===== src/rtl/mpt_pkg.sv =====
// Shared MPT walker types: access/fault encodings, MMPT CSR layout, walker
// transaction record and the walker-arbiter state enum.
package mpt_pkg;

  localparam int unsigned XLEN            = 64;
  localparam int unsigned MPTW_ID_W       = 12;
  localparam int unsigned MPT_ARB_MAX_REQ = 8;

  localparam logic [3:0] BARE_MODE    = 4'd0;
  localparam logic [3:0] SMMPT43_MODE = 4'd1;

  typedef enum logic [1:0] {
    ACCESS_NONE    = 2'd0,
    ACCESS_READ    = 2'd1,
    ACCESS_WRITE   = 2'd2,
    ACCESS_EXECUTE = 2'd3
  } mpt_access_e;

  typedef enum logic [2:0] {
    NO_ERROR        = 3'd0,
    RESERVED_BITS   = 3'd1,
    NOT_VALID_ENTRY = 3'd2,
    MISALIGNED_PPN  = 3'd3,
    LEVEL_OVERFLOW  = 3'd4
  } page_format_fault_e;

  typedef enum logic [1:0] {
    MPT_WALKING_IDLE = 2'd0,
    MPT_WALKING_DO   = 2'd1,
    MPT_WALKING_DONE = 2'd2
  } mpt_walking_e;

  typedef struct packed {
    logic [3:0]  MODE;
    logic [15:0] SDID;
    logic [43:0] PPN;
  } mmpt_reg_t;

  typedef struct packed {
    logic                   valid;
    logic [MPTW_ID_W-1:0]   id;
    logic [XLEN-1:0]        spa;
    mpt_access_e            access_type;
    mmpt_reg_t              mmpt;
    mpt_walking_e           walking;
    logic                   access_error;
    page_format_fault_e     format_error;
    logic [1:0]             level;
  } mptw_transaction_t;

  typedef enum logic [1:0] {
    ARB_IDLE  = 2'd0,
    ARB_ISSUE = 2'd1,
    ARB_WAIT  = 2'd2,
    ARB_DRAIN = 2'd3
  } mpt_arb_state_e;

endpackage


===== src/rtl/mpt_rr_arbiter.sv =====
// Combinational round-robin picker: grants the first set request at or
// after ptr_i, wrapping back to index 0.
module mpt_rr_arbiter #(
  parameter int unsigned NUM_REQ = 3,
  parameter int unsigned IDX_W   = $clog2(NUM_REQ)
) (
  input  logic [NUM_REQ-1:0] req_i,
  input  logic [IDX_W-1:0]   ptr_i,
  output logic [NUM_REQ-1:0] gnt_o,
  output logic [IDX_W-1:0]   gnt_idx_o
);

  logic             hi_found, lo_found;
  logic [IDX_W-1:0] hi_idx, lo_idx;

  // Scan downward so the lowest qualifying index in each half wins.
  always_comb begin
    hi_found = 1'b0;
    lo_found = 1'b0;
    hi_idx   = '0;
    lo_idx   = '0;
    for (int i = NUM_REQ - 1; i >= 0; i--) begin
      if (req_i[i]) begin
        if (IDX_W'(i) >= ptr_i) begin
          hi_found = 1'b1;
          hi_idx   = IDX_W'(i);
        end else begin
          lo_found = 1'b1;
          lo_idx   = IDX_W'(i);
        end
      end
    end
    gnt_idx_o = hi_found ? hi_idx : lo_idx;
    gnt_o     = (hi_found || lo_found) ? (NUM_REQ'(1) << gnt_idx_o) : '0;
  end

endmodule


===== src/rtl/mpt_walker_arbiter.sv =====
// Shares the single MPT walker between NUM_REQ requesters: round-robin grant,
// one outstanding walk, id-matched response return and flush sequencing.
module mpt_walker_arbiter
  import mpt_pkg::*;
#(
  parameter int unsigned NUM_REQ = 3,
  parameter int unsigned ID_W    = 12
) (
  input  logic                                     clk_i,
  input  logic                                     rst_i,
  input  logic                                     flush_i,
  input  logic [NUM_REQ-1:0]                       req_valid_i,
  output logic [NUM_REQ-1:0]                       req_ready_o,
  input  logic [NUM_REQ-1:0][XLEN-1:0]             req_spa_i,
  input  logic [NUM_REQ-1:0][1:0]                  req_access_i,
  input  logic [NUM_REQ-1:0][$bits(mmpt_reg_t)-1:0] req_mmpt_i,
  output logic [NUM_REQ-1:0]                       rsp_valid_o,
  output logic                                     rsp_access_error_o,
  output logic [2:0]                               rsp_format_error_o,
  output logic                                     walk_req_valid_o,
  input  logic                                     walk_req_ready_i,
  output mptw_transaction_t                        walk_txn_o,
  input  logic                                     walk_rsp_valid_i,
  input  mptw_transaction_t                        walk_rsp_i
);

  localparam int unsigned IDX_W = $clog2(NUM_REQ);

  mpt_arb_state_e    state_q;
  logic [IDX_W-1:0]  rr_ptr_q, grant_q;
  logic [ID_W-1:0]   id_cnt_q;
  mptw_transaction_t walk_txn_q, walk_txn_d;
  logic              walk_req_valid_q;
  logic [NUM_REQ-1:0] rsp_valid_q;
  logic              rsp_access_error_q;
  logic [2:0]        rsp_format_error_q;

  logic [NUM_REQ-1:0] gnt;
  logic [IDX_W-1:0]   gnt_idx;
  logic               grant_fire;
  mmpt_reg_t          sel_mmpt;
  logic               unused_rsp_bits;

  mpt_rr_arbiter #(.NUM_REQ(NUM_REQ), .IDX_W(IDX_W)) u_rr (
    .req_i     (req_valid_i),
    .ptr_i     (rr_ptr_q),
    .gnt_o     (gnt),
    .gnt_idx_o (gnt_idx)
  );

  assign grant_fire      = (state_q == ARB_IDLE) && !flush_i && (|req_valid_i);
  assign req_ready_o     = grant_fire ? gnt : '0;
  assign sel_mmpt        = mmpt_reg_t'(req_mmpt_i[gnt_idx]);
  assign unused_rsp_bits = ^walk_rsp_i;

  always_comb begin
    walk_txn_d              = '0;
    walk_txn_d.valid        = 1'b1;
    walk_txn_d.id           = MPTW_ID_W'(id_cnt_q);
    walk_txn_d.spa          = req_spa_i[gnt_idx];
    walk_txn_d.access_type  = mpt_access_e'(req_access_i[gnt_idx]);
    walk_txn_d.mmpt         = sel_mmpt;
    walk_txn_d.walking      = MPT_WALKING_DO;
    walk_txn_d.format_error = NO_ERROR;
  end

  always_ff @(posedge clk_i) begin
    if (rst_i) begin
      state_q            <= ARB_IDLE;
      rr_ptr_q           <= '0;
      grant_q            <= '0;
      id_cnt_q           <= '0;
      walk_txn_q         <= '0;
      walk_req_valid_q   <= 1'b0;
      rsp_valid_q        <= '0;
      rsp_access_error_q <= 1'b0;
      rsp_format_error_q <= '0;
    end else begin
      rsp_valid_q        <= '0;
      rsp_access_error_q <= 1'b0;
      rsp_format_error_q <= '0;
      unique case (state_q)
        ARB_IDLE: begin
          if (grant_fire) begin
            walk_txn_q <= walk_txn_d;
            grant_q    <= gnt_idx;
            id_cnt_q   <= id_cnt_q + 1'b1;
            rr_ptr_q   <= (gnt_idx == IDX_W'(NUM_REQ - 1)) ? '0 : gnt_idx + 1'b1;
            // Bare mode needs no walk: answer directly with no errors.
            if (sel_mmpt.MODE == BARE_MODE) begin
              rsp_valid_q <= gnt;
            end else begin
              walk_req_valid_q <= 1'b1;
              state_q          <= ARB_ISSUE;
            end
          end
        end
        ARB_ISSUE: begin
          if (flush_i) begin
            walk_req_valid_q <= 1'b0;
            state_q          <= ARB_IDLE;
          end else if (walk_req_ready_i) begin
            walk_req_valid_q <= 1'b0;
            state_q          <= ARB_WAIT;
          end
        end
        ARB_WAIT: begin
          // A flush with no response still owes us one walker reply to absorb.
          if (flush_i) begin
            state_q <= walk_rsp_valid_i ? ARB_IDLE : ARB_DRAIN;
          end else if (walk_rsp_valid_i && (walk_rsp_i.id == walk_txn_q.id)) begin
            rsp_valid_q        <= NUM_REQ'(1) << grant_q;
            rsp_access_error_q <= walk_rsp_i.access_error;
            rsp_format_error_q <= walk_rsp_i.format_error;
            state_q            <= ARB_IDLE;
          end
        end
        ARB_DRAIN: begin
          if (walk_rsp_valid_i) state_q <= ARB_IDLE;
        end
      endcase
    end
  end

  assign walk_req_valid_o   = walk_req_valid_q;
  assign walk_txn_o         = walk_txn_q;
  assign rsp_valid_o        = rsp_valid_q;
  assign rsp_access_error_o = rsp_access_error_q;
  assign rsp_format_error_o = rsp_format_error_q;

endmodule


===== config.mk =====
export PLATFORM = sky130hd
export DESIGN_NAME = mpt_walker_arbiter
export DESIGN_NICKNAME = d
export VERILOG_FILES = /design/src/rtl/mpt_pkg.sv /design/src/rtl/mpt_rr_arbiter.sv /design/src/rtl/mpt_walker_arbiter.sv
export SDC_FILE = /design/constraint.sdc
export NUM_CORES = 1
export LEC_CHECK = 0
export BUFFER_PORTS_ARGS = -buffer_cell sky130_fd_sc_hd__buf_2
export CORE_AREA = 10 10 265 267
export CTS_CLUSTER_DIAMETER = 30
export DETAILED_ROUTE_END_ITERATION = 7
export DIE_AREA = 0 0 275 277
export RECOVER_POWER = 100
export REMOVE_ABC_BUFFERS = 1
export SETUP_SLACK_MARGIN = 0.4
export SLEW_MARGIN = 10
export SYNTH_ARGS = -nofsm -noshare
export SYNTH_HDL_FRONTEND = slang
export SYNTH_HIERARCHICAL = 1
export SYNTH_SLANG_ARGS = --single-unit

===== constraint.sdc =====
create_clock -name clk_i -period 2.36 [get_ports clk_i]
set_input_delay 0.472 -clock clk_i [delete_from_list [all_inputs] [get_ports clk_i]]
set_output_delay 0.472 -clock clk_i [all_outputs]
set_load 0.05 [all_outputs]

Yosys cells after proc, flatten, opt, wreduce, memory -nomap -nowiden
Index checks and enable logic that the tools add are counted.
{ "totals": {"word_cells": 101, "out_inout_bits": 162, "reg_bits": 169} }
{ "op_classes": {"order_cmp": 4, "n_bitwise": 2, "n_addsub": 2, "mux": 53, "shift": 2, "reduce_logical": 13, "n_eq_ne": 10} }
{ "ops": {"columns": ["op", "count"], "rows": [
  ["binary-select mux 64 bit (select 2 bit)", 2],
  ["two-way mux 64 bit", 2],
  ["two-way mux 2 bit", 23],
  ["two-way mux 3 bit", 6],
  ["two-way mux 1 bit", 16],
  ["adder 12 x 1 -> 12 bit (second input constant)", 1],
  ["== test 12 bit", 1],
  ["case mux 2 bit (4 select lines)", 1],
  ["== test 2 bit (second input constant)", 3],
  ["!= test 2 bit (second input constant)", 3],
  ["!= test 3 bit (second input constant)", 2],
  ["case mux 3 bit (2 select lines)", 1],
  ["<< shifter 1 x 2 -> 3 bit (first input constant)", 2],
  ["AND reduction 5 bit", 1],
  ["binary-select mux 2 bit (select 2 bit)", 1],
  ["greater-or-equal comparator 1 x 2 -> 1 bit (first input constant)", 2],
  ["zero test 4 bit", 1],
  ["AND reduction 4 bit", 1],
  ["OR reduction 4 bit", 1],
  ["logical AND 1 bit", 3],
  ["less-than comparator 2 x 3 -> 1 bit (second input constant)", 1],
  ["OR reduction 3 bit", 1],
  ["adder 2 x 1 -> 2 bit (second input constant)", 1],
  ["== test 2 x 1 -> 1 bit (second input constant)", 1],
  ["other kinds (8)", 9]
]} }

Longest topological paths before layout
{ "depth": {"word_depth": 14, "mapped_depth": 9, "mapped_depth_nobuf": 7} }

Hierarchy
Netlist, hierarchy kept.
{ "by_module_without_submodules": {"columns": ["module", "instances", "area_per_inst_um2", "cells_each", "seq_area_each_um2"], "rows": [
  ["mpt_walker_arbiter", 1, 8750.9, 1076, 3383.2],
  ["mpt_rr_arbiter", 1, 93.8, 13, 0.0]
]} }

Worst setup path before layout
OpenSTA, ideal clock, no wires.
{ "synth_path": {"path_kind": "input to register", "from": "input req_valid_i[2]", "to": "register walk_txn_q (netlist bit walk_txn_o[100])", "setup_ns": 0.132, "n_path_buf": 3, "stages": 9, "setup_slack_ns": 0.315, "arrival_time_ns": 1.913, "path_cell_list": "a21oi_1 o211a_1 buf_2 buf_4 buf_2 mux2i_1 nor2_1 a211oi_1 nor3_1"} }
{ "synth_via": {"elab_chain_len": 8, "elab_cells_between_ends": 21} }
{ "synth_lines": {"columns": ["element", "line_no", "text"], "rows": [
  ["start, declared", "mpt_walker_arbiter.sv:12", "input logic [NUM_REQ-1:0] req_valid_i,"],
  ["two-way mux 2 bit or two-way mux 1 bit (tied branches)", "mpt_rr_arbiter.sv:23", "if (req_i[i]) begin"],
  ["two-way mux 2 bit or two-way mux 1 bit (tied branches)", "mpt_rr_arbiter.sv:24", "if (IDX_W'(i) >= ptr_i) begin"],
  ["two-way mux 2 bit or two-way mux 1 bit (tied branches)", "mpt_rr_arbiter.sv:23", null],
  ["two-way mux 2 bit or two-way mux 1 bit (tied branches)", "mpt_rr_arbiter.sv:24", null],
  ["two-way mux 2 bit or two-way mux 1 bit (tied branches)", "mpt_rr_arbiter.sv:23", null],
  ["two-way mux 2 bit (*)", "mpt_rr_arbiter.sv:33", "gnt_idx_o = hi_found ? hi_idx : lo_idx;"],
  ["via gnt_idx[0]", "mpt_walker_arbiter.sv:39", "logic [IDX_W-1:0] gnt_idx;"],
  ["binary-select mux 64 bit (select 2 bit) (*)", "mpt_walker_arbiter.sv:60", "walk_txn_d.spa = req_spa_i[gnt_idx];"],
  ["two-way mux 64 bit (not written as such) (*)", "mpt_walker_arbiter.sv:60", null],
  ["end signal, assigned", "mpt_walker_arbiter.sv:85", "walk_txn_q <= walk_txn_d;"],
  ["end, declared", "mpt_walker_arbiter.sv:32", "mptw_transaction_t walk_txn_q, walk_txn_d;"]
]} }
Mark *: on every way through the listed nets, which the timed path passes. The rest lies on a longest branch. The select of a mux whose other input is x is not followed.
A chain may end at the register's enable or synchronous reset.

Worst setup path in the final report
{ "layout_path": {"from": "register rr_ptr_q[0]", "to": "register walk_txn_q (netlist bit walk_txn_o[108])"} }
{ "layout_via": {"elab_chain_len": 10, "elab_cells_between_ends": 24} }
{ "layout_lines": {"columns": ["element", "line_no", "text"], "rows": [
  ["start, declared", "mpt_walker_arbiter.sv:30", "logic [IDX_W-1:0] rr_ptr_q, grant_q;"],
  ["start signal, assigned", "mpt_walker_arbiter.sv:88", "rr_ptr_q <= (gnt_idx == IDX_W'(NUM_REQ - 1)) ? '0 : gnt_idx + 1'b1;"],
  ["greater-or-equal comparator 2 bit", "mpt_rr_arbiter.sv:24", null],
  ["two-way mux 1 bit", "mpt_rr_arbiter.sv:24", null],
  ["two-way mux 1 bit", "mpt_rr_arbiter.sv:23", null],
  ["two-way mux 1 bit", "mpt_rr_arbiter.sv:24", null],
  ["two-way mux 1 bit", "mpt_rr_arbiter.sv:23", null],
  ["two-way mux 1 bit", "mpt_rr_arbiter.sv:24", null],
  ["two-way mux 1 bit", "mpt_rr_arbiter.sv:23", null],
  ["two-way mux 2 bit (*)", "mpt_rr_arbiter.sv:33", null],
  ["via gnt_idx[0]", "mpt_walker_arbiter.sv:39", null],
  ["binary-select mux 64 bit (select 2 bit) (*)", "mpt_walker_arbiter.sv:60", null],
  ["two-way mux 64 bit (not written as such) (*)", "mpt_walker_arbiter.sv:60", null]
]} }
Marks and branches as above.

==> metrics.csv <==
stage,metric,value,unit
clock_tree,cts_buffer_depth,2,
floorplanning,coreArea,65160,um2
drt,met1_length,20.10,mm
timing,rsz0062_at_grt,true,
final_layout,multi_input_area,5889,um2
logic_synthesis,syn_avg_cell_area,8.122,um2
timing,final.min_clock_period,2.246,ns
placement,place_congestion,0.7950,
drt,top_layer,met5,
floorplanning,fp.dieH,277,um
logic_synthesis,synthesis.area,8845,um2
power,total_power,13.47,mW
floorplanning,rows,94,
outcome,status,completed,
placement,hpwl,36.56,mm
final_layout,fillCellCount,7170,
logic_synthesis,seq_area_frac_synth,0.3825,
drt,wl_met3,5.769,mm
floorplanning,ioPinCount,711,
setup_path,crit_arrival,2.59,ns
global_route,antenna_found_initial,6,
drt,wl,52.72,mm
timing,skew,0.01314,ns
final_layout,nNetsFinal,2301,
clock_tree,cts_sinks,169,
global_route,grt.total_usage,0.1188,
logic_synthesis,synth_async_sr_flop_share,0,
setup_path,crit_type,reg -> reg,
setup_path,cp-start-kind,flop,
clock_tree,clock_latency,0.48,ns
global_route,grt_max_degree,100,
timing,max_slew_margin,0.3934,
drt,wl_met2,24.58,mm
logic_synthesis,synth.ff_latch_count,169,
global_route,overflow,0,
clock_tree,root_buffer,clkbuf_16,
clock_tree,numCtsBuffers,17,
final_layout,area_growth,81.02,%
drt,via_per_inst,4.083,
placement,placed_cell_area,13180,um2
logic_synthesis,ys.flop_type,dfxtp_1,
setup_path,critical_path_required,2.70,ns
timing,timing.final.crit_share,0.9516,
final_layout,fin_cells,2629,
clock_tree,clk_pin_slew,0.07,ns
global_route,grt_pass1_vias,11010,
final_layout,register_area,3391,um2
placement,dp_slack,-0.3165,ns
timing,setup_viol,0,
timing,fin_ws,0.1143,ns
drt,avgRoutedWirePerCell,20.05,um
logic_synthesis,synth.distinct_cells,42,
logic_synthesis,synth_xor_area_frac,0.02278,
global_route,grt_pass1_wl,67.61,mm
final_layout,final_core_util,0.2457,
timing,hold_viol_final,0,
timing,tns,0,ns
final_layout,final_cell_area,16010,um2
timing,maxSlewViolCount,0,
final_layout,final_cell_mix,"buf_2, nor2_1, dfxtp_1",
setup_path,endpoint_kind,flop,
logic_synthesis,synthAdderAreaFrac,0.001415,
logic_synthesis,synth_cells,1089,
power,p_leak,6.427,nW
hold_path,hold_path_class,in -> reg,
drt,drcViolationCount,0,
flow_run,drv_cap,0,
clock_tree,htreeDepth,4,
power,ir_worst_vdd,0.4224,mV
logic_synthesis,synth_edf_count,0,
placement,dp.cells,2518,
floorplanning,die_area,76180,um2
logic_synthesis,yosysWarningCount,6,
drt,num_vias,10740,
placement,port_buffers,568,
drt,drt_iter0_drc,394,
setup_path,critPathMaxFanout,6,
final_layout,drive_above_1_share,0.4461,
drt,antenna_left,0,
final_layout,layout_commonest_cell,buf_2,
drt,first_pass_iters,4,
clock_tree,cts_tree,yes,
timing,fmax,445.3,MHz
floorplanning,start_util,0.1357,
logic_synthesis,synth-simple-area-share,0.2408,
logic_synthesis,synth_mux_area_frac,0.1494,
logic_synthesis,synth_compound_area_frac,0.1389,
timing,hold_ws,0.2110,ns
floorplanning,die_x,275,um
logic_synthesis,synth_top_family_by_area,simple AND/OR/NAND/NOR gates,
power,power.density,841.2,nW/um2
timing,worst_pin_slew,0.9139,ns
clock_tree,cts_hold_buffers,0,
[flip-flops by register name, indices dropped and copies added (netlist names)]
name and cells:
rsp_format_error_o 3, state_q 2, rsp_valid_o 3, id_cnt_q 12
walk_txn_o 143, grant_q 2, rr_ptr_q 2, rsp_access_error_o 1
walk_req_valid_o 1
[worst max-delay path, stage by stage, from the launching register on]
cell	delay (ns)
dfxtp_1	0.40
clkbuf_1	0.19
o211a_4	0.22
buf_12	0.12
buf_12	0.11
buf_16	0.14
buf_16	0.14
mux2i_1	0.18
clkbuf_1	0.26
nor2_2	0.08
a211oi_2	0.18
nor3_1	0.07
[synthesized netlist by cell type, drive strengths merged, types with 2 or more instances]
master	n	area, um2
nand4	5	31.28
inv	3	11.26
mux2i	132	1321
nand2	42	157.7
nor2	273	1025
a2bb2oi	5	43.79
a21oi	21	105.1
dfxtp	169	3383
o211a	2	20.02
clkbuf	51	191.4
o31a	2	17.52
a211oi	130	975.9
nor3b	2	20.02
nand2b	3	18.77
nor2b	5	33.78
a32o	3	30.03
nand3	4	20.02
xor2	5	43.79
o21ai	2	10.01
and2	7	48.80
buf	55	361.6
xnor2	18	157.7
nor3	136	703.2
nor4	2	12.51
[repair_timing]
| item | 4_1_cts | 5_1_grt |
|---|---|---|
| setup buffers | 38 | 11 |
| pin swaps | 70 | 91 |
| gates resized for setup | 151 | 172 |
| cloned | 8 | 21 |
| endpoints found under the setup margin | 127 | 135 |
[power breakdown]
part	switching (mW)	internal, mW	leakage, nW
clock	1.47	1.52	0.294
sequential	0.288	3.37	1.39
combinational	4.45	2.37	4.74
total	6.21	7.26	6.43
[layer usage]
metal	vias up	track usage
met4	2	0.05591
met1	4989	0.1229
li1	5139	-
met2	499	0.1955
met5	-	0
met3	106	0.06181
[path summary, 6_finish.rpt]
check                                   start               endpoint  slack, ns  cells after the start
worst max-delay path              rr_ptr_q[0]        walk_txn_o[108]       0.11                     11
worst min-delay path            walk_rsp_i[3]  rsp_format_error_o[1]       0.21                      2
worst max register to register    rr_ptr_q[0]        walk_txn_o[108]       0.11                     11
worst min register to register   id_cnt_q[11]        walk_txn_o[149]       0.47                      2
[area by class of cell]
cell class	instances	share of cell area
timing repair buffer	742	0.3142
antenna	1	0.0001563
clock inverter	15	0.01118
multi-input combinational	818	0.3678
tap	864	0.06752
sequential	169	0.2118
clock buffer	17	0.02657
inverter	3	0.0007033
[kinds of logic after synthesis]
kind of cell,count (synthesis)
other,1
adder cells (fa/ha/maj),1
buffers and inverters,109
flip-flops,169
multiplexers,132
AND/OR/NAND/NOR,486
XOR/XNOR,23
AO/OA/AOI/OAI,168
Note: power is estimated with default switching activity, not from simulation.
